==> config.mk <==
export PLATFORM = sky130hd
export DESIGN_NAME = spi_regbank
export DESIGN_NICKNAME = d
export VERILOG_FILES = /design/src/rtl/spi_regbank_pkg.sv /design/src/rtl/spi_sync_edge.sv /design/src/rtl/spi_regbank.sv
export SDC_FILE = /design/constraint.sdc
export NUM_CORES = 1
export LEC_CHECK = 0
export CELL_PAD_IN_SITES_DETAIL_PLACEMENT = 1
export CELL_PAD_IN_SITES_GLOBAL_PLACEMENT = 2
export CORE_MARGIN = 10
export CORE_UTILIZATION = 32
export CTS_CLUSTER_SIZE = 16
export DETAILED_ROUTE_END_ITERATION = 16
export PLACE_DENSITY = 0.78
export SKIP_CTS_REPAIR_TIMING = 1
export SYNTH_ARGS = -nofsm -noshare
export SYNTH_HDL_FRONTEND = slang
export SYNTH_SLANG_ARGS = --single-unit
==> constraint.sdc <==
create_clock -name clk -period 3.2 [get_ports clk]
set_clock_uncertainty 0.2 [all_clocks]
set_input_delay 0.32 -clock clk [delete_from_list [all_inputs] [get_ports clk]]
set_output_delay 0.32 -clock clk [all_outputs]
set_load 0.1 [all_outputs]
==> src/rtl/spi_regbank_pkg.sv <==
// rtl/spi_regbank_pkg.sv - shared types and constants for the SPI register bank
package spi_regbank_pkg;

    typedef enum logic [1:0] {
        ST_IDLE = 2'd0,
        ST_HDR  = 2'd1,
        ST_DATA = 2'd2
    } state_t;

    localparam logic OP_WRITE = 1'b1;
    localparam logic OP_READ  = 1'b0;

    localparam int ERR_CNT_W = 8;

endpackage

==> src/rtl/spi_sync_edge.sv <==
// rtl/spi_sync_edge.sv - multi-flop synchronizer with rise/fall detection
module spi_sync_edge #(
    parameter int   STAGES   = 2,
    parameter logic IDLE_VAL = 1'b0
) (
    input  logic clk,
    input  logic rst,
    input  logic din,
    output logic level,
    output logic rise,
    output logic fall
);

    logic [STAGES-1:0] sync_q, sync_d;
    logic              prev_q, prev_d;

    // shift the raw input through the chain; remember the last synchronized value
    always_comb begin
        sync_d = {sync_q[STAGES-2:0], din};
        prev_d = sync_q[STAGES-1];
    end

    // synchronizer and edge-history flops, reset to the line's idle level
    always_ff @(posedge clk) begin
        if (rst) begin
            sync_q <= {STAGES{IDLE_VAL}};
            prev_q <= IDLE_VAL;
        end else begin
            sync_q <= sync_d;
            prev_q <= prev_d;
        end
    end

    assign level = sync_q[STAGES-1];
    assign rise  = level & ~prev_q;
    assign fall  = ~level & prev_q;

endmodule

==> src/rtl/spi_regbank.sv <==
// rtl/spi_regbank.sv - SPI mode-0 peripheral giving burst access to a register bank
module spi_regbank
    import spi_regbank_pkg::*;
#(
    parameter int                ADDR_W      = 7,
    parameter int                DATA_W      = 8,
    parameter int                NUM_REGS    = 16,
    parameter int                SYNC_STAGES = 2,
    parameter logic [DATA_W-1:0] RESET_VAL   = '0
) (
    input  logic                         clk,
    input  logic                         rst,
    input  logic                         nCS,
    input  logic                         SCLK,
    input  logic                         COPI,
    output logic                         CIPO,
    output logic                         CIPO_oe,
    output logic [NUM_REGS*DATA_W-1:0]   reg_q,
    output logic [NUM_REGS-1:0]          wr_stb,
    output logic [ERR_CNT_W-1:0]         err_cnt
);

    localparam int CNT_W      = $clog2(ADDR_W + DATA_W + 1);
    localparam int IDX_W      = (NUM_REGS > 1) ? $clog2(NUM_REGS) : 1;
    localparam int SETTLE_MAX = SYNC_STAGES + 2;
    localparam int SETTLE_W   = $clog2(SETTLE_MAX + 1);

    logic cs_lvl, cs_rise, cs_fall;
    logic sclk_lvl, sclk_rise, sclk_fall;
    logic copi_lvl, copi_rise, copi_fall;

    spi_sync_edge #(.STAGES(SYNC_STAGES), .IDLE_VAL(1'b1)) u_sync_cs (
        .clk(clk), .rst(rst), .din(nCS), .level(cs_lvl), .rise(cs_rise), .fall(cs_fall));
    spi_sync_edge #(.STAGES(SYNC_STAGES), .IDLE_VAL(1'b0)) u_sync_sclk (
        .clk(clk), .rst(rst), .din(SCLK), .level(sclk_lvl), .rise(sclk_rise), .fall(sclk_fall));
    spi_sync_edge #(.STAGES(SYNC_STAGES), .IDLE_VAL(1'b0)) u_sync_copi (
        .clk(clk), .rst(rst), .din(COPI), .level(copi_lvl), .rise(copi_rise), .fall(copi_fall));

    state_t                state_q, state_d;
    logic [CNT_W-1:0]      bit_cnt_q, bit_cnt_d;
    logic [ADDR_W-1:0]     hdr_q, hdr_d;
    logic                  rw_q, rw_d;
    logic                  bad_q, bad_d;
    logic [ADDR_W-1:0]     addr_q, addr_d;
    logic [DATA_W-1:0]     wsr_q, wsr_d;
    logic [DATA_W-1:0]     rsr_q, rsr_d;
    logic                  skip_q, skip_d;
    logic [DATA_W-1:0]     regs_q [NUM_REGS];
    logic [DATA_W-1:0]     regs_d [NUM_REGS];
    logic [NUM_REGS-1:0]   wr_stb_q, wr_stb_d;
    logic [ERR_CNT_W-1:0]  err_q, err_d;
    logic [SETTLE_W-1:0]   settle_q, settle_d;
    logic                  armed_q, armed_d;

    logic [ADDR_W:0]       hdr_full;
    logic [ADDR_W-1:0]     hdr_addr, addr_next;
    logic                  hdr_bad;
    logic [DATA_W-1:0]     word;
    logic [IDX_W-1:0]      hidx, aidx, nidx;

    logic unused_sig;
    assign unused_sig = ^{sclk_lvl, copi_rise, copi_fall, wsr_q[DATA_W-1]};

    // After reset the nCS chain flushes from its idle value; a fall seen while it settles
    // belongs to a frame already in progress and must not start a new one.
    always_comb begin
        settle_d = settle_q;
        armed_d  = armed_q;
        if (settle_q != SETTLE_W'(SETTLE_MAX)) begin
            settle_d = settle_q + 1'b1;
        end else if (cs_lvl) begin
            armed_d = 1'b1;
        end
    end

    // frame decode, per-word commit/reload and end-of-frame error accounting
    always_comb begin
        hdr_full  = {hdr_q, copi_lvl};
        hdr_addr  = hdr_full[ADDR_W-1:0];
        hdr_bad   = ({1'b0, hdr_addr} >= (ADDR_W+1)'(NUM_REGS));
        addr_next = (addr_q == ADDR_W'(NUM_REGS-1)) ? '0 : addr_q + 1'b1;
        word      = {wsr_q[DATA_W-2:0], copi_lvl};
        hidx      = hdr_addr[IDX_W-1:0];
        aidx      = addr_q[IDX_W-1:0];
        nidx      = addr_next[IDX_W-1:0];

        state_d   = state_q;
        bit_cnt_d = bit_cnt_q;
        hdr_d     = hdr_q;
        rw_d      = rw_q;
        bad_d     = bad_q;
        addr_d    = addr_q;
        wsr_d     = wsr_q;
        rsr_d     = rsr_q;
        skip_d    = skip_q;
        regs_d    = regs_q;
        wr_stb_d  = '0;
        err_d     = err_q;

        case (state_q)
            ST_IDLE: begin
                if (cs_fall && armed_q) begin
                    state_d   = ST_HDR;
                    bit_cnt_d = '0;
                    hdr_d     = '0;
                    bad_d     = 1'b0;
                    rsr_d     = '0;
                    skip_d    = 1'b0;
                end
            end
            ST_HDR: begin
                if (sclk_rise) begin
                    if (bit_cnt_q == CNT_W'(ADDR_W)) begin
                        rw_d      = hdr_full[ADDR_W];
                        addr_d    = hdr_addr;
                        bad_d     = hdr_bad;
                        bit_cnt_d = '0;
                        state_d   = ST_DATA;
                        rsr_d     = hdr_bad ? '0 : regs_q[hidx];
                        skip_d    = 1'b1;
                    end else begin
                        hdr_d     = hdr_full[ADDR_W-1:0];
                        bit_cnt_d = bit_cnt_q + 1'b1;
                    end
                end
            end
            ST_DATA: begin
                if (sclk_rise) begin
                    wsr_d = word;
                    if (bit_cnt_q == CNT_W'(DATA_W-1)) begin
                        bit_cnt_d = '0;
                        addr_d    = addr_next;
                        if (rw_q == OP_WRITE && !bad_q) begin
                            regs_d[aidx]   = word;
                            wr_stb_d[aidx] = 1'b1;
                        end
                        // the fall that follows this rise must not consume the new MSB
                        rsr_d  = bad_q ? '0 : regs_q[nidx];
                        skip_d = 1'b1;
                    end else begin
                        bit_cnt_d = bit_cnt_q + 1'b1;
                    end
                end else if (sclk_fall) begin
                    if (skip_q) begin
                        skip_d = 1'b0;
                    end else begin
                        rsr_d = rsr_q << 1;
                    end
                end
            end
            default: state_d = ST_IDLE;
        endcase

        // a bit sampled in this same cycle has already been folded in above
        if (cs_rise && state_q != ST_IDLE) begin
            if (state_d == ST_HDR || bad_d || bit_cnt_d != '0) begin
                if (err_q != {ERR_CNT_W{1'b1}}) begin
                    err_d = err_q + 1'b1;
                end
            end
            state_d = ST_IDLE;
        end
    end

    // state, datapath and register-bank flops
    always_ff @(posedge clk) begin
        if (rst) begin
            state_q   <= ST_IDLE;
            bit_cnt_q <= '0;
            hdr_q     <= '0;
            rw_q      <= OP_READ;
            bad_q     <= 1'b0;
            addr_q    <= '0;
            wsr_q     <= '0;
            rsr_q     <= '0;
            skip_q    <= 1'b0;
            regs_q    <= '{default: RESET_VAL};
            wr_stb_q  <= '0;
            err_q     <= '0;
            settle_q  <= '0;
            armed_q   <= 1'b0;
        end else begin
            state_q   <= state_d;
            bit_cnt_q <= bit_cnt_d;
            hdr_q     <= hdr_d;
            rw_q      <= rw_d;
            bad_q     <= bad_d;
            addr_q    <= addr_d;
            wsr_q     <= wsr_d;
            rsr_q     <= rsr_d;
            skip_q    <= skip_d;
            regs_q    <= regs_d;
            wr_stb_q  <= wr_stb_d;
            err_q     <= err_d;
            settle_q  <= settle_d;
            armed_q   <= armed_d;
        end
    end

    for (genvar g = 0; g < NUM_REGS; g++) begin : g_regq
        assign reg_q[g*DATA_W +: DATA_W] = regs_q[g];
    end

    assign CIPO    = (state_q == ST_DATA) && (rw_q == OP_READ) && rsr_q[DATA_W-1];
    assign CIPO_oe = ~cs_lvl;
    assign wr_stb  = wr_stb_q;
    assign err_cnt = err_q;

endmodule

==> impl_metrics.toml <==
[worst_hold_path]
min_to = "u_sync_cs.sync_q[0]$_SDFF_PP1_"
holdPathStages = 2
min_from = "nCS"
min_path_type = "primary input to flop"

[critical_path]
crit_required_ns = 3.41
slowest_stage = "or4b_1"
cp_cell_sequence = "ha_1 > or4b_1 > o21ai_4 > buf_12 > mux2i_1 > o22ai_1 > nor4_1 > o221ai_1"
crit_path_end_kind = "flop"
startpoint_type = "flop"
worstPathMaxFanout = 51
rrSetupSlack_ns = 0.15
r2r.worst_path.cells = 8
reg2reg_from = "addr_q[0]$_SDFFE_PP0P_"
critPathArrivalTime_ns = 3.26
critPathKind = "flop to flop"
slowest_delay_ns = 0.54
reg2reg_to = "rsr_q[1]$_SDFFE_PP0P_"

[clock_network]
cts_made_buffers = 26
clock_tree.root_cell = "clkbuf_16"
cts_tree = "done"
clock_sinks = 202
clk_pin_slew_ns = 0.06
htree_levels = 1
cts_max_path_buffers = 3
insertion_delay_ns = 0.54

[grt]
grt_max_degree = 97
grt_antenna_before_repair = 0
grt_use_total_pct = 20.8
grt_pass1_vias = 10500
grt.overflow.total = 0
grt_pass1_wl_um = 66800

[cells_and_area]
diodes = 0
nets = 1442
fill_cells = 3801
area_growth_syn_to_layout_pct = 24.9
drive_gt1_share_pct = 21.2

[route]
routed-via-count = 10400
drc = 0
wl_per_cell_um = 23.1
drt_iter0_drc = 684
wirelength_um = 43400
drt_first_pass_iters = 5
antenna_left = 0
vias_per_cell = 5.55

[floorplan]
pin_count = 159
dieArea_um2 = 40100
coreArea_um2 = 31800
start_util_pct = 32.7
die-height_um = 200
row_count = 65
die_w_um = 200

[timing]
rsz0062_at_grt = "no"
period_share_pct = 95.3
hold_violations = 0
maxSlewViolCount = 0
finalSetupViolCount = 0
max_slew_margin_pct = 23.5
fin_crit_ns = 3.05
finalSetupTns_ns = 0
fmax_ghz = 0.328
hold_slack_ns = 0.170
worstMarginPinSlew_ns = 1.15

[placement]
gp_congestion = 0.870
port_buffers = 158
post-dp-hpwl_um = 31300

[yosys]
netlist_area_um2 = 10400
synth_nets = 1307
yosysTopAreaCell = "dfxtp_1"
ys_seq_area_share_pct = 38.9
synth_warnings = 0
async_flop_share_pct = 0
synth_cell_type_count = 67
synth.avg_cell_area_um2 = 8.07
synth_top_area_share_pct = 38.9
ys_ff_latch = 202
ys_top_cells_by_area = "dfxtp_1, nand2_1, a21oi_1"
synthCells = 1289
synth-edff-count = 0
ys.flop_type = "dfxtp_1"

[power_and_ir_drop]
power_leakage_nw = 4.37
powerDensity_nw_per_um2 = 435
peakVddDrop_uv = 328

[run_status]
outcome = "completed"

[flow_run]
drv_cap = 0
-- sequential cells by signal, indices dropped and copies added, names as in the netlist, 2 cells and up --
signal	cells
addr_q	7
bit_cnt_q	4
err_cnt	8
hdr_q	7
reg_q	128
rsr_q	8
settle_q	3
state_q	2
u_sync_copi.sync_q	2
u_sync_cs.sync_q	2
u_sync_sclk.sync_q	2
wr_stb	16
wsr_q	7
-- metrics by stage --
stage | utilization [%] | area (um2) | total power [mW] | worst slack (ns) | cells
6_report | 40.8 | 13000 | 5.65 | 0.151 | 1877
2_1_floorplan | - | 10400 | 2.69 | 0.381 | 1289
3_3_place_gp | 38.0 | 12100 | 2.73 | 0.209 | 1830
3_5_place_dp | 38.0 | 12100 | 2.73 | 0.0978 | 1830
5_1_grt | 40.8 | 13000 | 5.85 | 0.0278 | 1877
4_1_cts | 40.7 | 12900 | 5.72 | 0.0797 | 1876
-- cells in the mapped netlist, types with 5 or more instances --
library cell and count:
nand2_1 321, dfxtp_1 202, a21oi_1 179, nand3_1 79, clkbuf_1 76, mux2i_1 65
nor2_1 53, mux4_2 30, nor3_1 19, o22ai_1 19, inv_1 17, nand4_1 17
nor2b_1 17, o21ai_0 15, buf_1 13, ha_1 13, or3_1 13, mux2_2 12
and2_1 11, buf_2 9, nand2b_1 9, nor4_1 8, o2111ai_1 7, o221ai_1 7
a222oi_1 6, a31oi_1 5, o311ai_0 5
-- layout by cell type, fill, tap and decap left out, types with 15 or more instances in the layout --
master       n
nor2b_1     17
a21oi_1    178
buf_4      207
o22ai_1     19
inv_1       17
dfxtp_1    201
clkbuf_16   27
nand3_1     79
o21ai_0     15
nand2_1    321
mux2i_1     65
nor2_1      52
nor3_1      19
mux4_2      30
nand4_1     17
-- per-layer routing --
metal	up-vias	part of all wire [%]	global-route usage (%)
met3	72	5.3	3.08
met2	297	48	34.7
met4	0	3.0	6.98
met5	-	0	0
met1	5234	44	26.9
li1	4811	-	-
-- logic make-up after synthesis --
logic type	share of synthesized area, %
mux	14.1
fa+ha+maj	1.56
simple gates	24.8
compound gates	15.3
xor+xnor	0.253
buf+inv	5.20
flops	38.9
-- worst max-delay path, delay by kind of cell (launching register included) --
kind	cells	cell delay [ns]
AOI/OAI and AO/OA	3	0.51
adders and majority gates	1	0.23
buffers and inverters	1	0.29
DFF	1	0.39
muxes	1	0.23
and+or+nand+nor	2	1.02
-- how the worst max path moves through the flow --
stage / depth (start not counted) / slack [ns] / startpoint / end
finish: 8 / 0.15 / addr_q[0]$_SDFFE_PP0P_ / rsr_q[1]$_SDFFE_PP0P_
global route: 8 / 0.03 / addr_q[0]$_SDFFE_PP0P_ / rsr_q[1]$_SDFFE_PP0P_
CTS: 8 / 0.08 / addr_q[0]$_SDFFE_PP0P_ / rsr_q[3]$_SDFFE_PP0P_
detailed placement: 8 / 0.1 / addr_q[0]$_SDFFE_PP0P_ / rsr_q[3]$_SDFFE_PP0P_
floorplan: 10 / 0.38 / addr_q[0]$_SDFFE_PP0P_ / rsr_q[0]$_SDFFE_PP0P_
global placement: 8 / 0.21 / addr_q[0]$_SDFFE_PP0P_ / rsr_q[4]$_SDFFE_PP0P_
-- report_power, final --
group | switching [mW] | internal (mW) | leakage (nW) | total [mW]
registers | 0.00809 | 2.53 | 1.63 | 2.53
clock network | 1.16 | 1.81 | 0.418 | 2.97
logic | 0.0981 | 0.0435 | 2.32 | 0.142
-- final cells by class --
| cell class | instances | area, um2 | area share (%) |
|---|---|---|---|
| multi-input cells | 964 | 5840 | 45.0 |
| well taps | 435 | 544 | 4.19 |
| clock inverters | 6 | 82.6 | 0.636 |
| flip-flops and latches | 202 | 4050 | 31.2 |
| repair buffers | 213 | 1630 | 12.5 |
| inverters | 17 | 63.8 | 0.492 |
| clock buffers | 40 | 774 | 5.97 |
(Power assumes the default switching activity.)
